==> src/rtl/instr_mem_loader_if.sv <==
// Host-to-instruction-memory load bus for instr_mem_loader.
// Carries the host byte stream (start, byte_valid/byte_data/byte_ready), the
// instruction-memory write port (load_mem_en/addr/data) and loader status
// (stall, load_done, load_err).
//   master : the loader (drives byte_ready, memory port and status)
//   slave  : the host/memory side (drives start, byte_valid, byte_data)
`timescale 1ns/1ps
interface instr_mem_loader_if #(
  parameter int unsigned ADDR_WIDTH = 5
);
  localparam int unsigned DATA_WIDTH = 32;
  localparam int unsigned BYTE_WIDTH = 8;

  logic                  start;
  logic                  byte_valid;
  logic [BYTE_WIDTH-1:0] byte_data;
  logic                  byte_ready;
  logic                  load_mem_en;
  logic [ADDR_WIDTH-1:0] load_mem_addr;
  logic [DATA_WIDTH-1:0] load_mem_data;
  logic                  stall;
  logic                  load_done;
  logic                  load_err;

  modport master (
    input  start,
    input  byte_valid,
    input  byte_data,
    output byte_ready,
    output load_mem_en,
    output load_mem_addr,
    output load_mem_data,
    output stall,
    output load_done,
    output load_err
  );

  modport slave (
    output start,
    output byte_valid,
    output byte_data,
    input  byte_ready,
    input  load_mem_en,
    input  load_mem_addr,
    input  load_mem_data,
    input  stall,
    input  load_done,
    input  load_err
  );
endinterface

==> src/rtl/instr_mem_loader.sv <==
// Instruction-memory image loader.
// Assembles a host byte stream into big-endian 32-bit words, writes them to
// consecutive word addresses 0..NUM_WORDS-1 with one load_mem_en strobe each,
// then compares one trailing byte against the XOR of all image bytes.
// stall holds instruction fetch from start until a good checksum.
// Ports:
//   clk  - system clock, rising edge
//   rst  - asynchronous active-high reset
//   bus  - instr_mem_loader_if.master (byte stream in, memory port and status out)
// NUM_WORDS must not exceed 2**ADDR_WIDTH.
`timescale 1ns/1ps
module instr_mem_loader #(
  parameter int unsigned ADDR_WIDTH = 5,
  parameter int unsigned NUM_WORDS  = 32
) (
  input  logic               clk,
  input  logic               rst,
  instr_mem_loader_if.master bus
);

  localparam int unsigned DATA_WIDTH = 32;
  localparam int unsigned BYTE_WIDTH = 8;
  localparam int unsigned CNT_WIDTH  = 2;
  localparam logic [ADDR_WIDTH-1:0] LAST_ADDR = ADDR_WIDTH'(NUM_WORDS - 1);
  localparam logic [CNT_WIDTH-1:0]  LAST_BYTE = CNT_WIDTH'(3);

  typedef enum logic [2:0] {
    S_IDLE,
    S_LOAD,
    S_WRITE,
    S_CHECK,
    S_DONE,
    S_ERROR
  } state_e;

  state_e                state_q, state_d;
  logic [CNT_WIDTH-1:0]  byte_cnt_q, byte_cnt_d;
  logic [ADDR_WIDTH-1:0] word_addr_q, word_addr_d;
  logic [DATA_WIDTH-1:0] shift_q, shift_d;
  logic [BYTE_WIDTH-1:0] chk_q, chk_d;

  logic                  byte_ready_q, byte_ready_d;
  logic                  load_mem_en_q, load_mem_en_d;
  logic [ADDR_WIDTH-1:0] load_mem_addr_q, load_mem_addr_d;
  logic [DATA_WIDTH-1:0] load_mem_data_q, load_mem_data_d;
  logic                  stall_q, stall_d;
  logic                  load_done_q, load_done_d;
  logic                  load_err_q, load_err_d;

  logic                  xfer;
  logic [DATA_WIDTH-1:0] shift_next;

  // A byte moves only when the registered ready meets host valid.
  assign xfer       = bus.byte_valid & byte_ready_q;
  assign shift_next = {shift_q[DATA_WIDTH-BYTE_WIDTH-1:0], bus.byte_data};

  // Next-state, datapath and output decode.
  always_comb begin
    state_d         = state_q;
    byte_cnt_d      = byte_cnt_q;
    word_addr_d     = word_addr_q;
    shift_d         = shift_q;
    chk_d           = chk_q;
    load_mem_addr_d = load_mem_addr_q;
    load_mem_data_d = load_mem_data_q;

    unique case (state_q)
      S_IDLE, S_DONE, S_ERROR: begin
        if (bus.start) begin
          state_d     = S_LOAD;
          word_addr_d = '0;
          byte_cnt_d  = '0;
          shift_d     = '0;
          chk_d       = '0;
        end
      end

      S_LOAD: begin
        if (xfer) begin
          shift_d    = shift_next;
          chk_d      = chk_q ^ bus.byte_data;
          byte_cnt_d = byte_cnt_q + CNT_WIDTH'(1);
          if (byte_cnt_q == LAST_BYTE) begin
            // Present the completed word on the port for the WRITE cycle.
            state_d         = S_WRITE;
            load_mem_addr_d = word_addr_q;
            load_mem_data_d = shift_next;
          end
        end
      end

      S_WRITE: begin
        if (word_addr_q == LAST_ADDR) begin
          state_d = S_CHECK;
        end else begin
          word_addr_d = word_addr_q + ADDR_WIDTH'(1);
          state_d     = S_LOAD;
        end
      end

      S_CHECK: begin
        // The checksum byte itself is compared, never folded into chk.
        if (xfer) begin
          state_d = (bus.byte_data == chk_q) ? S_DONE : S_ERROR;
        end
      end

      default: begin
        state_d = S_IDLE;
      end
    endcase

    // Outputs are decoded from the next state so the flops line up with it.
    byte_ready_d  = (state_d == S_LOAD) || (state_d == S_CHECK);
    load_mem_en_d = (state_d == S_WRITE);
    stall_d       = (state_d != S_IDLE) && (state_d != S_DONE);
    load_done_d   = (state_d == S_DONE);
    load_err_d    = (state_d == S_ERROR);
  end

  // State, datapath and output registers.
  always_ff @(posedge clk or posedge rst) begin
    if (rst) begin
      state_q         <= S_IDLE;
      byte_cnt_q      <= '0;
      word_addr_q     <= '0;
      shift_q         <= '0;
      chk_q           <= '0;
      byte_ready_q    <= 1'b0;
      load_mem_en_q   <= 1'b0;
      load_mem_addr_q <= '0;
      load_mem_data_q <= '0;
      stall_q         <= 1'b0;
      load_done_q     <= 1'b0;
      load_err_q      <= 1'b0;
    end else begin
      state_q         <= state_d;
      byte_cnt_q      <= byte_cnt_d;
      word_addr_q     <= word_addr_d;
      shift_q         <= shift_d;
      chk_q           <= chk_d;
      byte_ready_q    <= byte_ready_d;
      load_mem_en_q   <= load_mem_en_d;
      load_mem_addr_q <= load_mem_addr_d;
      load_mem_data_q <= load_mem_data_d;
      stall_q         <= stall_d;
      load_done_q     <= load_done_d;
      load_err_q      <= load_err_d;
    end
  end

  assign bus.byte_ready    = byte_ready_q;
  assign bus.load_mem_en   = load_mem_en_q;
  assign bus.load_mem_addr = load_mem_addr_q;
  assign bus.load_mem_data = load_mem_data_q;
  assign bus.stall         = stall_q;
  assign bus.load_done     = load_done_q;
  assign bus.load_err      = load_err_q;

endmodule

==> src/flat_wrapper.sv <==
// flat-port wrapper written by rule: the top's interface ports become plain ports
module instr_mem_loader_flat 
#(
  parameter int unsigned ADDR_WIDTH = 5,
  parameter int unsigned NUM_WORDS  = 32
)
  (clk, rst, bus_start, bus_byte_valid, bus_byte_data, bus_byte_ready, bus_load_mem_en, bus_load_mem_addr, bus_load_mem_data, bus_stall, bus_load_done, bus_load_err);
  instr_mem_loader_if #(.ADDR_WIDTH(ADDR_WIDTH)) bus_i ();
  input  logic clk;
  input  logic rst;
  input wire logic [$bits(bus_i.start)-1:0] bus_start;
  input wire logic [$bits(bus_i.byte_valid)-1:0] bus_byte_valid;
  input wire logic [$bits(bus_i.byte_data)-1:0] bus_byte_data;
  output wire logic [$bits(bus_i.byte_ready)-1:0] bus_byte_ready;
  output wire logic [$bits(bus_i.load_mem_en)-1:0] bus_load_mem_en;
  output wire logic [$bits(bus_i.load_mem_addr)-1:0] bus_load_mem_addr;
  output wire logic [$bits(bus_i.load_mem_data)-1:0] bus_load_mem_data;
  output wire logic [$bits(bus_i.stall)-1:0] bus_stall;
  output wire logic [$bits(bus_i.load_done)-1:0] bus_load_done;
  output wire logic [$bits(bus_i.load_err)-1:0] bus_load_err;
  assign bus_i.start = bus_start;
  assign bus_i.byte_valid = bus_byte_valid;
  assign bus_i.byte_data = bus_byte_data;
  assign bus_byte_ready = bus_i.byte_ready;
  assign bus_load_mem_en = bus_i.load_mem_en;
  assign bus_load_mem_addr = bus_i.load_mem_addr;
  assign bus_load_mem_data = bus_i.load_mem_data;
  assign bus_stall = bus_i.stall;
  assign bus_load_done = bus_i.load_done;
  assign bus_load_err = bus_i.load_err;
  instr_mem_loader #(.ADDR_WIDTH(ADDR_WIDTH), .NUM_WORDS(NUM_WORDS)) u_core (.clk(clk), .rst(rst), .bus(bus_i));
endmodule
==> config.mk <==
export PLATFORM = sky130hd
export DESIGN_NAME = instr_mem_loader_flat
export DESIGN_NICKNAME = d
export VERILOG_FILES = /design/src/rtl/instr_mem_loader_if.sv /design/src/rtl/instr_mem_loader.sv /design/src/flat_wrapper.sv
export SDC_FILE = /design/constraint.sdc
export NUM_CORES = 1
export LEC_CHECK = 0
export ABC_CLOCK_PERIOD_IN_PS = 3400
export CORE_ASPECT_RATIO = 0.75
export CORE_MARGIN = 4
export CORE_UTILIZATION = 53
export DETAILED_ROUTE_END_ITERATION = 10
export PLACE_DENSITY = 0.78
export SETUP_SLACK_MARGIN = 0.15
export SYNTH_ARGS = -nofsm -noshare
export SYNTH_HDL_FRONTEND = slang
export SYNTH_SLANG_ARGS = --single-unit
==> constraint.sdc <==
create_clock -name clk -period 3.4 [get_ports clk]
set_input_delay 0.68 -clock clk [delete_from_list [all_inputs] [get_ports clk]]
set_output_delay 0.68 -clock clk [all_outputs]
set_load 0.02 [all_outputs]
Word-level counts from Yosys, hierarchy flattened
Index checks and enable logic that the tools add are counted.
{"block": "word_totals", "regBits": 84, "in_bits": 12}
{"block": "classes", "addsub": 2, "eq_ne": 17, "n_mux": 19, "bitwise": 2, "reduce_logical": 10}
{"op": "2-to-1 mux 24 bit", "count": 2}
{"op": "one-hot mux 24 bit (2 select lines)", "count": 1}
{"op": "2-to-1 mux 8 bit", "count": 2}
{"op": "one-hot mux 8 bit (2 select lines)", "count": 1}
{"op": "== test 3 x 2 -> 1 bit, second input constant", "count": 4}
{"op": "== test 3 bit, second input constant", "count": 4}
{"op": "2-to-1 mux 3 bit", "count": 4}
{"op": "one-hot mux 3 bit (4 select lines)", "count": 1}
{"op": "2-to-1 mux 5 bit", "count": 2}
{"op": "one-hot mux 5 bit (2 select lines)", "count": 1}
{"op": "AND reduction 3 bit", "count": 3}
{"op": "== test 8 bit", "count": 1}
{"op": "bitwise XOR 8 bit", "count": 1}
{"op": "== test 3 x 1 -> 1 bit, second input constant", "count": 2}
{"op": "2-to-1 mux 2 bit", "count": 3}
{"op": "adder 5 x 1 -> 5 bit, second input constant", "count": 1}
{"op": "== test 5 bit, second input constant", "count": 1}
{"op": "!= test 2 bit, second input constant", "count": 2}
{"op": "one-hot mux 2 bit (2 select lines)", "count": 1}
{"op": "nonzero test 2 bit", "count": 2}
{"op": "zero test 3 bit", "count": 1}
{"op": "!= test 3 bit, second input constant", "count": 1}
{"op": "nonzero test 3 bit", "count": 1}
{"op": "OR reduction 3 bit", "count": 1}
{"op": "other kinds (7)", "count": 7}

Depth between registers and ports, before layout
{"block": "logic_depth", "word_depth": 6, "ltp_mapped": 7}

Worst setup path after synthesis
No wires, ideal clock.
{"block": "synth_timing", "kind": "reg2reg", "startpoint": "register u_core.word_addr_q[0]", "endpoint": "register u_core.word_addr_q[3]", "arrival_ps": 1906, "required_ps": 3331, "slack_ps": 1426, "path_stages_with_launch": 8, "n_path_buf": 0, "cell_sequence": "dfrtp_1 > ha_1 > and3_1 > ha_1 > nor4b_4 > a211oi_2 > or4_1 > nand3_1"}
{"block": "synth_between", "elab_chain_len": 3, "elab_cells_between_ends": 6}
{"element": "from (decl)", "line": "instr_mem_loader.sv:38", "source": "logic [ADDR_WIDTH-1:0] word_addr_q, word_addr_d;"}
{"element": "from (signal assigned)", "line": "instr_mem_loader.sv:139", "source": "word_addr_q <= word_addr_d;"}
{"element": "adder 5 x 1 -> 5 bit / == test 5 bit (equally long branches)", "line": "instr_mem_loader.sv:96, instr_mem_loader.sv:93"}
{"element": "2-to-1 mux 5 bit / != test 2 bit (equally long branches)"}
{"element": "one-hot mux 5 bit (2 select lines) / AND reduction 3 bit (equally long branches)"}
Several ways; a longest one is shown, not always the timed one. The select of a mux whose other input is x is not followed.
A chain may end at the register's enable or synchronous reset.

Worst setup path in the final report
{"block": "layout_timing", "startpoint": "register u_core.state_q[0]", "endpoint": "register u_core.load_mem_data_q[15], in the netlist u_core.bus.load_mem_data[15]"}
{"block": "layout_between", "elab_chain_len": 2}
{"element": "from (decl)", "line": "instr_mem_loader.sv:36", "source": "state_e state_q, state_d;"}
{"element": "from (signal assigned)", "line": "instr_mem_loader.sv:137", "source": "state_q <= state_d;"}
{"element": "== test 3 x 1 -> 1 bit", "line": "instr_mem_loader.sv:67", "source": "unique case (state_q)"}
{"element": "AND reduction 3 bit (no line)"}
{"element": "to (signal assigned)", "line": "instr_mem_loader.sv:145", "source": "load_mem_data_q <= load_mem_data_d;"}
{"element": "to (decl)", "line": "instr_mem_loader.sv:45", "source": "logic [DATA_WIDTH-1:0] load_mem_data_q, load_mem_data_d;"}
Every way passes these cells.

==> results.tsv <==
stage	metric	value	unit
place	dp.final_hpwl	5.004	mm
final_layout	antenna_cells	0	
global_route	antenna_found_initial	0	
critical_path	crit_path_start	u_core.state_q[0]	
detailed_routing	num_vias	2467	
final_layout	syn_to_final_growth	22.39	%
sta	finalHoldViolations	0	
status	status	finished, final reports clean	
final_layout	fill_cells	475	
detailed_routing	drc	0	
critical_path	crit_family	simple AND/OR/NAND/NOR gates	
critical_path	r2r-start	u_core.state_q[0]	
critical_path	cp_slowest_stage_delay	0.63	ns
clock_tree	postCtsHoldBufs	0	
detailed_routing	viasPerCell	5.620	
power_and_ir_drop	p_sw	1604	uW
synth	ys.flop_type	dfrtp_1	
floorplan	core_area	6412	um^2
clock_tree	clock-sinks	84	
synth	ys_types	40	
power_and_ir_drop	swShare	0.3787	
power_and_ir_drop	p_per_area	967.9	nW/um^2
final_layout	drive_gt1_frac	0.09218	
synth	ys_warn_count	0	
sta	max-slew-margin-rel	0.5750	
clock_tree	ctsLongestPathBuffers	2	
synth	synth_fp_nets	317	
detailed_routing	final_antenna_net_count	0	
synth	synthArstFlopShare	1.000	
detailed_routing	first_pass_iters	4	
global_route	grt_pass1_vias	2499	
synth	synth-edff-count	0	
power_and_ir_drop	pwr-share-seq	0.400	
sta	setup_viol_count_final	0	
sta	period_minus_slack	2.484	ns
final_layout	multi_input_area	1358	um^2
clock_tree	cts_buffers	9	
sta	setup_tns	0	ns
power_and_ir_drop	p_leak	0.001987	uW
power_and_ir_drop	p_int	2632	uW
synth	syn_inst	302	
critical_path	startpoint_type	register	
sta	holdWs	0.4847	ns
sta	worst_slew_pin_slew	0.6375	ns
clock_tree	htree_levels	3	
floorplan	rows	25	
final_layout	utilization	0.6825	
synth	synth_top_cell_by_area	dfrtp_1	
global_route	track_usage	0.2002	
floorplan	die_h	79.14	um
worst_hold_path	hp-class	reg -> reg	
synth	synth_commonest_cells	84 x dfrtp_1, 43 x nand2_1, 37 x mux2_1	
run	drv_cap	0	
critical_path	path_max_fanout	25	
synth	synth_area_leaders	dfrtp_1 59%, mux2_1 12%, o21ai_0 5.0%	
floorplan	die_w	102.8	um
critical_path	crit_path_top_delay_cell	and3_2	
clock_tree	clkSlewWorstSetupHoldPaths	0.08	ns
global_route	grt.overflow.total	0	
global_route	grt_max_degree	49	
critical_path	cp-end-kind	register	
critical_path	rrSetupSlack	0.92	ns
sta	skew	0.004474	ns
sta	fin_crit_sh	0.7307	
synth	ys_ff_latch	84	
clock_tree	cts_root_buf	clkbuf_8	
critical_path	crit_arrival	2.72	ns
clock_tree	clock_latency	0.35	ns
final_layout	regArea	2102	um^2
global_route	grt_pass1_wl	12.55	mm
floorplan	initial_utilization	0.5577	
synth	synth_area_per_cell	11.84	um^2
critical_path	critical_path_class	reg -> reg	
sta	drv_slew	0	
floorplan	dieArea	8139	um^2
critical_path	cp_common_cell	buf_4	
power_and_ir_drop	p_comb_frac	0.413	
power_and_ir_drop	clock_power_share	0.187	
detailed_routing	drt_wl_total	7.358	mm
critical_path	crit_chain	nor3b_4 -> buf_4 -> and3_2 -> buf_4 -> mux2_1	
floorplan	pin_count	54	
synth	yosysSeqAreaShare	0.5878	
critical_path	cp.required	3.64	ns
detailed_routing	dr.first_iter.drc_count	146	
detailed_routing	wl_per_cell	16.76	um
clock_tree	cts_tree	built	
sta	grt_setup_unrepaired	false	
clock_tree	cts-resized-gates	0	
place	io_buffers	53	
critical_path	path_buf_inv	2	
final_layout	nNetsFinal	369	
sta	fmax	402.5	MHz
worst_hold_path	hp-start	u_core.bus.load_mem_data[23]	
synth	syn_area	3576	um^2
power_and_ir_drop	irDropWorstVdd	0.0005361	V
place	finalWeightedCongestion	0.7825	
synth	yosys.area.top_type_share	0.5878	
synth	yosysMostFrequentCell	dfrtp_1	
clock_tree	post_cts_buffers	0	
==> layer usage <==
| metal | up-vias | wire length (um) | track usage |
|---|---|---|---|
| met1 | 1208 | 3594 | 0.2892 |
| met4 | 0 | 78 | 0.05433 |
| met3 | 9 | 445 | 0.05707 |
| li1 | 1171 | - | - |
| met5 | - | 0 | 0 |
| met2 | 79 | 3239 | 0.2977 |
==> power groups by stage <==
stage | registers (uW) | clock network, uW | logic [uW]
after CTS | 1700 | 809 | 1760
after floorplan | 1870 | 0 | 916
after global routing | 1750 | 847 | 1920
final | 1690 | 794 | 1750
after global placement | 1700 | 0 | 1710
after detailed placement | 1710 | 0 | 1760
==> placed cells by master, fill, tap and decap left out, types with 3 or more instances in the layout <==
master,synthesis,routed
nand2_1,43,43
ha_1,3,3
buf_4,2,7
mux2_1,37,37
dfrtp_1,84,84
nand3_1,4,4
nor3_1,9,9
o31ai_1,8,8
xor2_1,7,7
clkdlybuf4s50_1,0,53
o21ai_0,36,36
o21ai_1,18,18
clkbuf_8,0,11
==> cells by family (layout without fill, tap and decap cells) <==
logic type,count (synthesis),in the layout,synth area share
AOI/OAI and AO/OA,69,69,0.1092
xor gates and xnor gates,8,8,0.01959
adders and majority gates,3,3,0.01050
buffers and inverters,21,77,0.03394
DFF,84,84,0.5878
muxes,40,40,0.1256
and+or+nand+nor,77,77,0.1134
==> flip-flops by register name, indices dropped and copies added (netlist names) <==
| name | flops |
|---|---|
| u_core.bus.byte_ready | 1 |
| u_core.bus.load_done | 1 |
| u_core.bus.load_err | 1 |
| u_core.bus.load_mem_addr | 5 |
| u_core.bus.load_mem_data | 32 |
| u_core.bus.load_mem_en | 1 |
| u_core.bus.stall | 1 |
| u_core.byte_cnt_q | 2 |
| u_core.chk_q | 8 |
| u_core.shift_q | 24 |
| u_core.state_q | 3 |
| u_core.word_addr_q | 5 |
==> worst register-to-register path, cell delays in order (launching register included) <==
cell and delay (ns):
dfrtp_1 0.59, nor3b_4 0.25, buf_4 0.24, and3_2 0.64, buf_4 0.30, mux2_1 0.34
==> layout make-up <==
class	count	share of cell area
clock inverters	4	0.01658
flip-flops and latches	84	0.4803
clock buffers	11	0.03459
repair buffers	60	0.1332
inverters	2	0.002001
well taps	81	0.02316
multi-input cells	197	0.3102
==> through the flow <==
stage               power [uW]  std cells  cell area [um^2]  worst slack, ns
finish                    4236        439              4377           0.9156
global route              4515        439              4377           0.7540
global placement          3411        424              4153           0.6975
CTS                       4269        439              4377           0.9035
floorplan                 2784        302              3576           0.5549
detailed placement        3472        424              4153           0.6249
==> path summary, 6_finish.rpt <==
path | end | cells past startpoint
hold / removal | u_core.bus.load_mem_data[23] | 1
min in group asynchronous | u_core.bus.stall | 2
hold reg to reg | u_core.bus.load_mem_data[23] | 1
max in group asynchronous | u_core.word_addr_q[2] | 3
setup reg to reg | u_core.bus.load_mem_data[15] | 5
setup / recovery | u_core.bus.load_mem_data[15] | 5
Power figures use the tool's default switching activity.
